==> src/rtl/uart_pkg.sv <==
// UART shared types and constants.
// Used by the receive stage and the transmit baud counter.
package uart_pkg;

   typedef enum logic [1:0] {
      IDLE,
      START,
      DATA,
      STOP
   } rx_state_e;

   localparam int DATA_BITS            = 8;
   localparam int DEFAULT_CLKS_PER_BIT = 5;

endpackage

==> src/rtl/uart_sync2.sv <==
// Two-flop synchroniser for an asynchronous, idle-high input.
// Both flops reset to 1 so no false edge is seen on reset release.
module uart_sync2 (
   input  logic clk_i,
   input  logic reset_ni,
   input  logic d_i,
   output logic q_o
);

   logic r_meta;
   logic r_sync;

   // Two-stage capture of the asynchronous input
   always_ff @(posedge clk_i or negedge reset_ni) begin
      if (!reset_ni) begin
         r_meta <= 1'b1;
         r_sync <= 1'b1;
      end else begin
         r_meta <= d_i;
         r_sync <= r_meta;
      end
   end

   assign q_o = r_sync;

endmodule

==> src/rtl/uart_rx.sv <==
// UART 8N1 receive stage with mid-bit sampling.
// Byte is held on a valid/ready register with framing and overrun pulses.
module uart_rx
   import uart_pkg::*;
#(
   parameter int CLKS_PER_BIT = DEFAULT_CLKS_PER_BIT
) (
   input  logic       clk_i,
   input  logic       reset_ni,
   input  logic       rx_i,
   input  logic       ready_i,
   output logic [7:0] data_o,
   output logic       valid_o,
   output logic       frame_err_o,
   output logic       overrun_o
);

   localparam int H  = CLKS_PER_BIT / 2;
   localparam int CW = $clog2(CLKS_PER_BIT);

   localparam logic [CW-1:0] CNT_HALF = CW'(H - 1);
   localparam logic [CW-1:0] CNT_LAST = CW'(CLKS_PER_BIT - 1);
   localparam logic [2:0]    BIT_LAST = 3'(DATA_BITS - 1);

   logic                 w_rx_s;
   logic                 r_rx_prev;

   rx_state_e            r_state;
   rx_state_e            w_state_nxt;
   logic [CW-1:0]        r_cnt;
   logic [CW-1:0]        w_cnt_nxt;
   logic [2:0]           r_bit;
   logic [2:0]           w_bit_nxt;
   logic [DATA_BITS-1:0] r_shift;
   logic [DATA_BITS-1:0] w_shift_nxt;

   logic                 w_good;
   logic                 w_bad;
   logic                 w_load;
   logic                 w_ovr;

   logic [7:0]           r_data;
   logic                 r_valid;
   logic                 r_frame_err;
   logic                 r_overrun;

   uart_sync2 u_sync (
      .clk_i    (clk_i),
      .reset_ni (reset_ni),
      .d_i      (rx_i),
      .q_o      (w_rx_s)
   );

   // Next-state, counter and shift-register logic for the frame FSM
   always_comb begin
      w_state_nxt = r_state;
      w_cnt_nxt   = r_cnt + CW'(1);
      w_bit_nxt   = r_bit;
      w_shift_nxt = r_shift;
      w_good      = 1'b0;
      w_bad       = 1'b0;
      unique case (r_state)
         IDLE: begin
            w_cnt_nxt = '0;
            if (!w_rx_s && r_rx_prev) begin
               w_state_nxt = START;
            end
         end
         START: begin
            if (r_cnt == CNT_HALF) begin
               w_cnt_nxt   = '0;
               w_bit_nxt   = '0;
               w_state_nxt = w_rx_s ? IDLE : DATA;
            end
         end
         DATA: begin
            if (r_cnt == CNT_LAST) begin
               w_cnt_nxt   = '0;
               w_shift_nxt = {w_rx_s, r_shift[DATA_BITS-1:1]};
               w_bit_nxt   = r_bit + 3'd1;
               if (r_bit == BIT_LAST) begin
                  w_state_nxt = STOP;
               end
            end
         end
         STOP: begin
            if (r_cnt == CNT_LAST) begin
               w_cnt_nxt   = '0;
               w_state_nxt = IDLE;
               w_good      = w_rx_s;
               w_bad       = !w_rx_s;
            end
         end
         default: begin
            w_state_nxt = IDLE;
            w_cnt_nxt   = '0;
         end
      endcase
   end

   // A good frame loads only if the holding register is free this cycle
   assign w_load = w_good && (!r_valid || ready_i);
   assign w_ovr  = w_good && !w_load;

   // FSM, counters, shift register, holding register and flag pulses
   always_ff @(posedge clk_i or negedge reset_ni) begin
      if (!reset_ni) begin
         r_rx_prev   <= 1'b1;
         r_state     <= IDLE;
         r_cnt       <= '0;
         r_bit       <= '0;
         r_shift     <= '0;
         r_data      <= '0;
         r_valid     <= 1'b0;
         r_frame_err <= 1'b0;
         r_overrun   <= 1'b0;
      end else begin
         r_rx_prev   <= w_rx_s;
         r_state     <= w_state_nxt;
         r_cnt       <= w_cnt_nxt;
         r_bit       <= w_bit_nxt;
         r_shift     <= w_shift_nxt;
         r_frame_err <= w_bad;
         r_overrun   <= w_ovr;
         if (w_load) begin
            r_data  <= r_shift;
            r_valid <= 1'b1;
         end else if (r_valid && ready_i) begin
            r_valid <= 1'b0;
         end
      end
   end

   assign data_o      = r_data;
   assign valid_o     = r_valid;
   assign frame_err_o = r_frame_err;
   assign overrun_o   = r_overrun;

endmodule

==> config.mk <==
export PLATFORM = sky130hd
export DESIGN_NAME = uart_rx
export DESIGN_NICKNAME = d
export VERILOG_FILES = /design/src/rtl/uart_pkg.sv /design/src/rtl/uart_sync2.sv /design/src/rtl/uart_rx.sv
export SDC_FILE = /design/constraint.sdc
export NUM_CORES = 1
export LEC_CHECK = 0
export BUFFER_PORTS_ARGS = -buffer_cell sky130_fd_sc_hd__clkbuf_2
export CAP_MARGIN = 20
export CORE_MARGIN = 3
export CORE_UTILIZATION = 51
export DETAILED_ROUTE_END_ITERATION = 10
export PLACE_DENSITY = 0.82
export SLEW_MARGIN = 5
export SYNTH_ARGS = -nofsm -noshare
export SYNTH_HDL_FRONTEND = slang
export SYNTH_HIERARCHICAL = 1
export SYNTH_SLANG_ARGS = --single-unit
==> constraint.sdc <==
create_clock -name clk_i -period 5 [get_ports clk_i]
set_input_delay 0.25 -clock clk_i [delete_from_list [all_inputs] [get_ports clk_i]]
set_output_delay 0.25 -clock clk_i [all_outputs]
set_load 0.03 [all_outputs]
==> flow_summary.json, run 1 <==
{
  "rrSetupSlack_ns": 3.22,
  "synth.distinct_cells": 26,
  "wl_mm": 2.01,
  "yosys.area.top_type_share_pct": 52.9,
  "endpoint": "r_bit[0]",
  "r2r_cells": 5,
  "ir_drop_uv": 265,
  "h-tree-depth": 2,
  "path_depth": 5,
  "grt_overflow": 0,
  "setup_tns_ns": 0,
  "relSlewSlack_pct": 53.3,
  "grt_pass1_wl_mm": 3.47,
  "grt_pass1_vias": 725,
  "synth_cells": 88,
  "r2r_start": "r_cnt[0]",
  "seqPwrFrac_pct": 51.8,
  "drc": 0,
  "finalSetupViolations": 0,
  "nFillCells": 195,
  "endpoint_kind": "flop",
  "path_cells": "inv_1, ha_1, and4b_1, a21oi_1, mux2_2",
  "synthesis.nets": 97,
  "slowest_stage": "and4b_1",
  "drive_gt1_share_pct": 40.2,
  "antenna_left": 0,
  "synth_seq_area_share_pct": 59.1,
  "clock-sinks": 30,
  "avgViaCountPerCell": 5.40,
  "crit_required_ns": 5.21,
  "yosys-top-cells-area": "dfrtp_1 53%, mux2_4 9.4%, mux2_2 7.9%",
  "synth.cell_area_um2": 1280,
  "status": "finished clean",
  "power_density_nw_per_um2": 485,
  "critPathLaunchType": "flop",
  "fmax_ghz": 0.562,
  "n_antenna_cell": 0,
  "design_area_um2": 1420,
  "grt.met3_usage_pct": 6.26,
  "drt_pass1_iterations": 4,
  "die_y_um": 56.1,
  "pin_count": 15,
  "clockBufferDepth": 2,
  "vias": 729,
  "grt_use_met1_pct": 16.8,
  "hold_viol_final": 0,
  "crit_family": "simple AND/OR/NAND/NOR gates",
  "io_buffer_count": 14,
  "finalPower_uw": 688,
  "max_stage_delay_ns": 0.55,
  "row_count": 17,
  "initial_core_util_pct": 55.6,
  "dpl.hpwl_mm": 1.41,
  "grt_max_degree": 31,
  "regToRegEndpoint": "r_bit[0]",
  "startpoint": "r_cnt[0]",
  "wl_per_cell_um": 14.9,
  "switching_share_pct": 31.7,
  "busiest_layer": "met2",
  "p_int_uw": 470,
  "final.min_clock_period_ns": 1.78,
  "clkSlewWorstSetupHoldPaths_ns": 0.09,
  "hold_path_class": "in -> reg",
  "critPathMaxFanout": 13,
  "drtIter0Drc": 9,
  "synth_warnings": 6,
  "antenna_found_initial": 0,
  "combPwrFrac_pct": 27.4,
  "path_buf_inv": 1,
  "maxCapViolations": 0,
  "fin_nets": 115,
  "grtUsageTotal_pct": 14.5,
  "synth_seq_cells": 30,
  "fin_skew_ns": 0.00629,
  "cts_made_buffers": 5,
  "clockRootBuffer": "clkbuf_4",
  "placed_area_um2": 1340,
  "die-width_um": 56.1,
  "cts_setup_buffers": 0,
  "syn_to_final_growth_pct": 11.2,
  "worst_pin_slew_ns": 0.701,
  "cts_tree": "built",
  "cp.arrival_ns": 1.98,
  "report.final.slew_viol_count": 0,
  "syn_area_per_cell_um2": 14.5,
  "path_class": "reg -> reg",
  "setup_slack_ns": 3.22,
  "dieArea_um2": 3140,
  "dp_slack_ns": 3.22,
  "p_leak_uw": 0.000717,
  "use_met2_pct": 23.4,
  "place.gp.congestion": 0.738,
  "core_area_um2": 2300,
  "rsz0062_at_grt": "no",
  "worstSkewPairLatency_ns": 0.31,
  "p_clk_share_pct": 20.9,
  "synth_top_area_cell": "dfrtp_1",
  "p_sw_uw": 218,
  "post-route-period-util_pct": 35.6
}
[area by class of cell]
cell class / count / area [um2] / area share [%]
flip-flops and latches: 30 / 754 / 53.1
multi-input cells: 50 / 469 / 33.0
repair buffers: 16 / 90.1 / 6.34
clock buffers: 7 / 55.1 / 3.88
well taps: 28 / 35.0 / 2.47
inverters: 3 / 11.3 / 0.793
clock inverters: 1 / 5.00 / 0.352
[power groups by stage]
stage | Clock, uW | Combinational [uW] | Sequential [uW]
floorplan | 0 | 153 | 353
global route | 162 | 212 | 366
CTS | 148 | 192 | 356
finish | 144 | 188 | 356
global placement | 0 | 179 | 354
detailed placement | 0 | 189 | 361
[tightest hold or removal path: stages]
cell,delay [ns]
clkbuf_2,0.07
nand2b_1,0.14
nor2_1,0.06
[cells by family (layout without fill, tap and decap cells)]
kind of cell / count (synthesis) / after routing / synth area share (%)
flops: 30 / 30 / 59.1
simple gates: 18 / 18 / 9.11
mux: 17 / 17 / 17.3
compound gates: 10 / 10 / 5.39
buf+inv: 8 / 27 / 4.21
fa+ha+maj: 5 / 5 / 4.90
[Yosys cell counts (all sizes together)]
master   n
and3     2
nor4b    1
nor3     1
buf      4
and4b    1
a21oi    2
nand2b   4
dfrtp   27
a221o    1
nor2     2
o22ai    1
o21ai    2
inv      3
dfstp    3
ha       5
a22o     3
mux2    17
a31oi    1
nand3    1
nor3b    2
nand2    3
and4     1
clkbuf   1
[placed cells by master (no fill, tap or decap), types with 3 or more instances in the layout]
| cell | synthesis | final |
|---|---|---|
| inv_1 | 3 | 3 |
| mux2_4 | 8 | 8 |
| clkbuf_2 | 0 | 14 |
| clkbuf_4 | 0 | 5 |
| a22o_1 | 3 | 3 |
| dfrtp_1 | 27 | 27 |
| ha_1 | 5 | 5 |
| nand2_1 | 3 | 3 |
| nand2b_1 | 4 | 4 |
| dfstp_2 | 3 | 3 |
| mux2_2 | 9 | 9 |
[layer usage]
| layer | wire length [um] | vias to the layer above |
|---|---|---|
| met1 | 895 | 364 |
| met2 | 975 | 16 |
| met5 | 0 | - |
| met3 | 103 | 4 |
| met4 | 36 | 0 |
| li1 | - | 345 |
[repair_timing]
action,CTS,global route
resized for setup,0,0
hold endpoints to repair,28,0
hold buffers,2,0
[flip-flops by register name (all words and copies together) (netlist names), named ones only]
name and count:
data_o 8, r_shift 8, r_bit 3, r_cnt 3
frame_err_o 1, overrun_o 1, r_rx_prev 1, r_state 1
u_sync/q_o 1, u_sync/r_meta 1, valid_o 1
[worst min-delay path by stage]
stage | from | to | slack [ns] | depth (start not counted)
after floorplan | reset_ni | asynchronous set/reset pin | -0.05 | 0
after global placement | reset_ni | r_cnt[2] | 0.33 | 1
after detailed placement | reset_ni | frame_err_o | 0.34 | 1
after CTS | ready_i | overrun_o | 0.23 | 3
after global routing | ready_i | overrun_o | 0.27 | 3
final | ready_i | overrun_o | 0.24 | 3
[through the flow]
step / hold slack (ns) / utilization (%) / std cells
final: 0.235 / 61.8 / 135
after global routing: 0.266 / 61.8 / 135
after CTS: 0.234 / 61.8 / 135
after detailed placement: 0.336 / 58.3 / 125
after global placement: 0.328 / 58.3 / 125
after floorplan: -0.0456 / - / 88
(Power assumes the default switching activity.)
==> run 2, diff against run 1 <==
Clock period 5 ns to 1.7 ns, I/O delays scaled along.
==> flow_summary.json, run 2 (same netlist as run 1, synthesis figures left out) <==
{
  "status": "finished clean",
  "hold_path_class": "in -> reg",
  "fin_nets": 118,
  "grt_max_degree": 31,
  "die-width_um": 56.1,
  "final_cell_mix": "27 x dfrtp_1, 14 x clkbuf_2, 9 x mux2_2",
  "antenna_found_initial": 0,
  "cts_made_buffers": 5,
  "fmax_ghz": 0.615,
  "p_sw_uw": 668,
  "rsz0062_at_grt": "no",
  "drtIter0Drc": 9,
  "placed_area_um2": 1360,
  "p_clk_share_pct": 21.1,
  "clock-sinks": 30,
  "core_area_um2": 2300,
  "layout_commonest_cell": "dfrtp_1",
  "cp.arrival_ns": 1.84,
  "path_depth": 5,
  "drive_gt1_share_pct": 43.6,
  "slowest_stage": "dfrtp_1",
  "wl_mm": 1.94,
  "endpoint_kind": "flop",
  "seqPwrFrac_pct": 48.3,
  "grt_pass1_wl_mm": 3.53,
  "dieArea_um2": 3140,
  "clkSlewWorstSetupHoldPaths_ns": 0.10,
  "critPathMaxFanout": 8,
  "combPwrFrac_pct": 30.6,
  "max_stage_delay_ns": 0.39,
  "wl_per_cell_um": 14.1,
  "antenna_left": 0,
  "finalSetupViolations": 0,
  "place.gp.congestion": 0.761,
  "final.min_clock_period_ns": 1.63,
  "syn_to_final_growth_pct": 13.5,
  "design_area_um2": 1450,
  "report.final.slew_viol_count": 0,
  "io_buffer_count": 14,
  "crit_family": "simple AND/OR/NAND/NOR gates",
  "finalPower_uw": 2090,
  "grt_overflow": 0,
  "drc": 0,
  "hold_depth": 3,
  "r2r_cells": 5,
  "power_density_nw_per_um2": 1440,
  "pin_count": 15,
  "cts_tree": "built",
  "h-tree-depth": 2,
  "row_count": 17,
  "ir_drop_uv": 781,
  "clockRootBuffer": "clkbuf_4",
  "path_buf_inv": 1,
  "clockBufferDepth": 2,
  "hold_viol_final": 0,
  "avgViaCountPerCell": 5.40,
  "post-route-period-util_pct": 95.7,
  "worst_pin_slew_ns": 0.711,
  "grtUsageTotal_pct": 15.0,
  "die_y_um": 56.1,
  "fin_skew_ns": 0.0110,
  "relSlewSlack_pct": 52.6,
  "vias": 745,
  "drt_pass1_iterations": 4,
  "initial_core_util_pct": 55.6,
  "crit_required_ns": 1.92,
  "p_leak_uw": 0.000730,
  "path_cells": "inv_1, ha_1, and3_4, and4_4, mux2_4",
  "grt_pass1_vias": 780,
  "n_antenna_cell": 0,
  "worstSkewPairLatency_ns": 0.33,
  "cts_setup_buffers": 0,
  "maxCapViolations": 0,
  "switching_share_pct": 31.9,
  "hold_slack_ns": 0.0400,
  "dpl.hpwl_mm": 1.34,
  "critPathLaunchType": "flop",
  "path_class": "reg -> reg",
  "p_int_uw": 1430
}
==> run 2: cell count changes in the layout (fill, tap and decap cells not counted), sizes merged <==
cell	previous run	this run
buf	0	3
clkinvlp	0	1
clkbuf	21	20
==> run 2: worst paths after layout <==
path                               start  slack, ns         end
setup / recovery                r_cnt[1]       0.07   data_o[6]
hold / removal                   ready_i       0.04   overrun_o
setup reg to reg                r_cnt[1]       0.07   data_o[6]
hold reg to reg            u_sync/r_meta       0.36  u_sync/q_o
max in group asynchronous       reset_ni       0.91    r_bit[1]
min in group asynchronous       reset_ni       0.34   overrun_o
==> run 2: worst register-to-register path, cell delays in order (launching register included) <==
cell and delay, ns:
dfrtp_1 0.39, inv_1 0.08, ha_1 0.20, and3_4 0.20, and4_4 0.34, mux2_4 0.32
==> run 2: layout make-up <==
cell class / count / area (um2)
Inverter: 3 / 11.3
Tap cell: 28 / 35.0
Timing Repair Buffer: 19 / 113
Clock inverter: 2 / 12.5
Fill cell: 177 / 847
Sequential cell: 30 / 754
Clock buffer: 6 / 51.3
Multi-Input combinational cell: 50 / 473
==> run 2: through the flow <==
stage / setup WS (ns) / setup TNS (ns) / cells / utilization (%)
after CTS: 0.0672 / 0 / 138 / 63.0
after global routing: 0.0208 / 0 / 138 / 63.1
after floorplan: 0.0336 / 0 / 88 / -
final: 0.0733 / 0 / 138 / 63.1
after global placement: 0.0474 / 0 / 128 / 59.3
after detailed placement: -0.0598 / -0.119 / 128 / 59.3
==> run 2: power by group through the flow <==
stage               clock network [uW]  registers, uW  logic, uW
global placement                     0           1010        601
global route                       500           1040        713
detailed placement                   0           1030        635
finish                             441           1010        641
CTS                                458           1010        644
floorplan                            0           1040        450
==> run 2: repair_timing <==
item,CTS,global route
setup endpoints to repair,10,1
gates resized for setup,1,1
pin swaps,0,0
hold endpoints to repair,28,0
hold buffers,2,0
==> run 2: metal layers <==
metal  vias up  track usage (%)  share of wire (%)
li1        353                -                  -
met2        14             23.2                 48
met4         0             7.12                2.5
met1       373             17.1                 44
met3         5             7.42                5.1
met5         -                0                  0
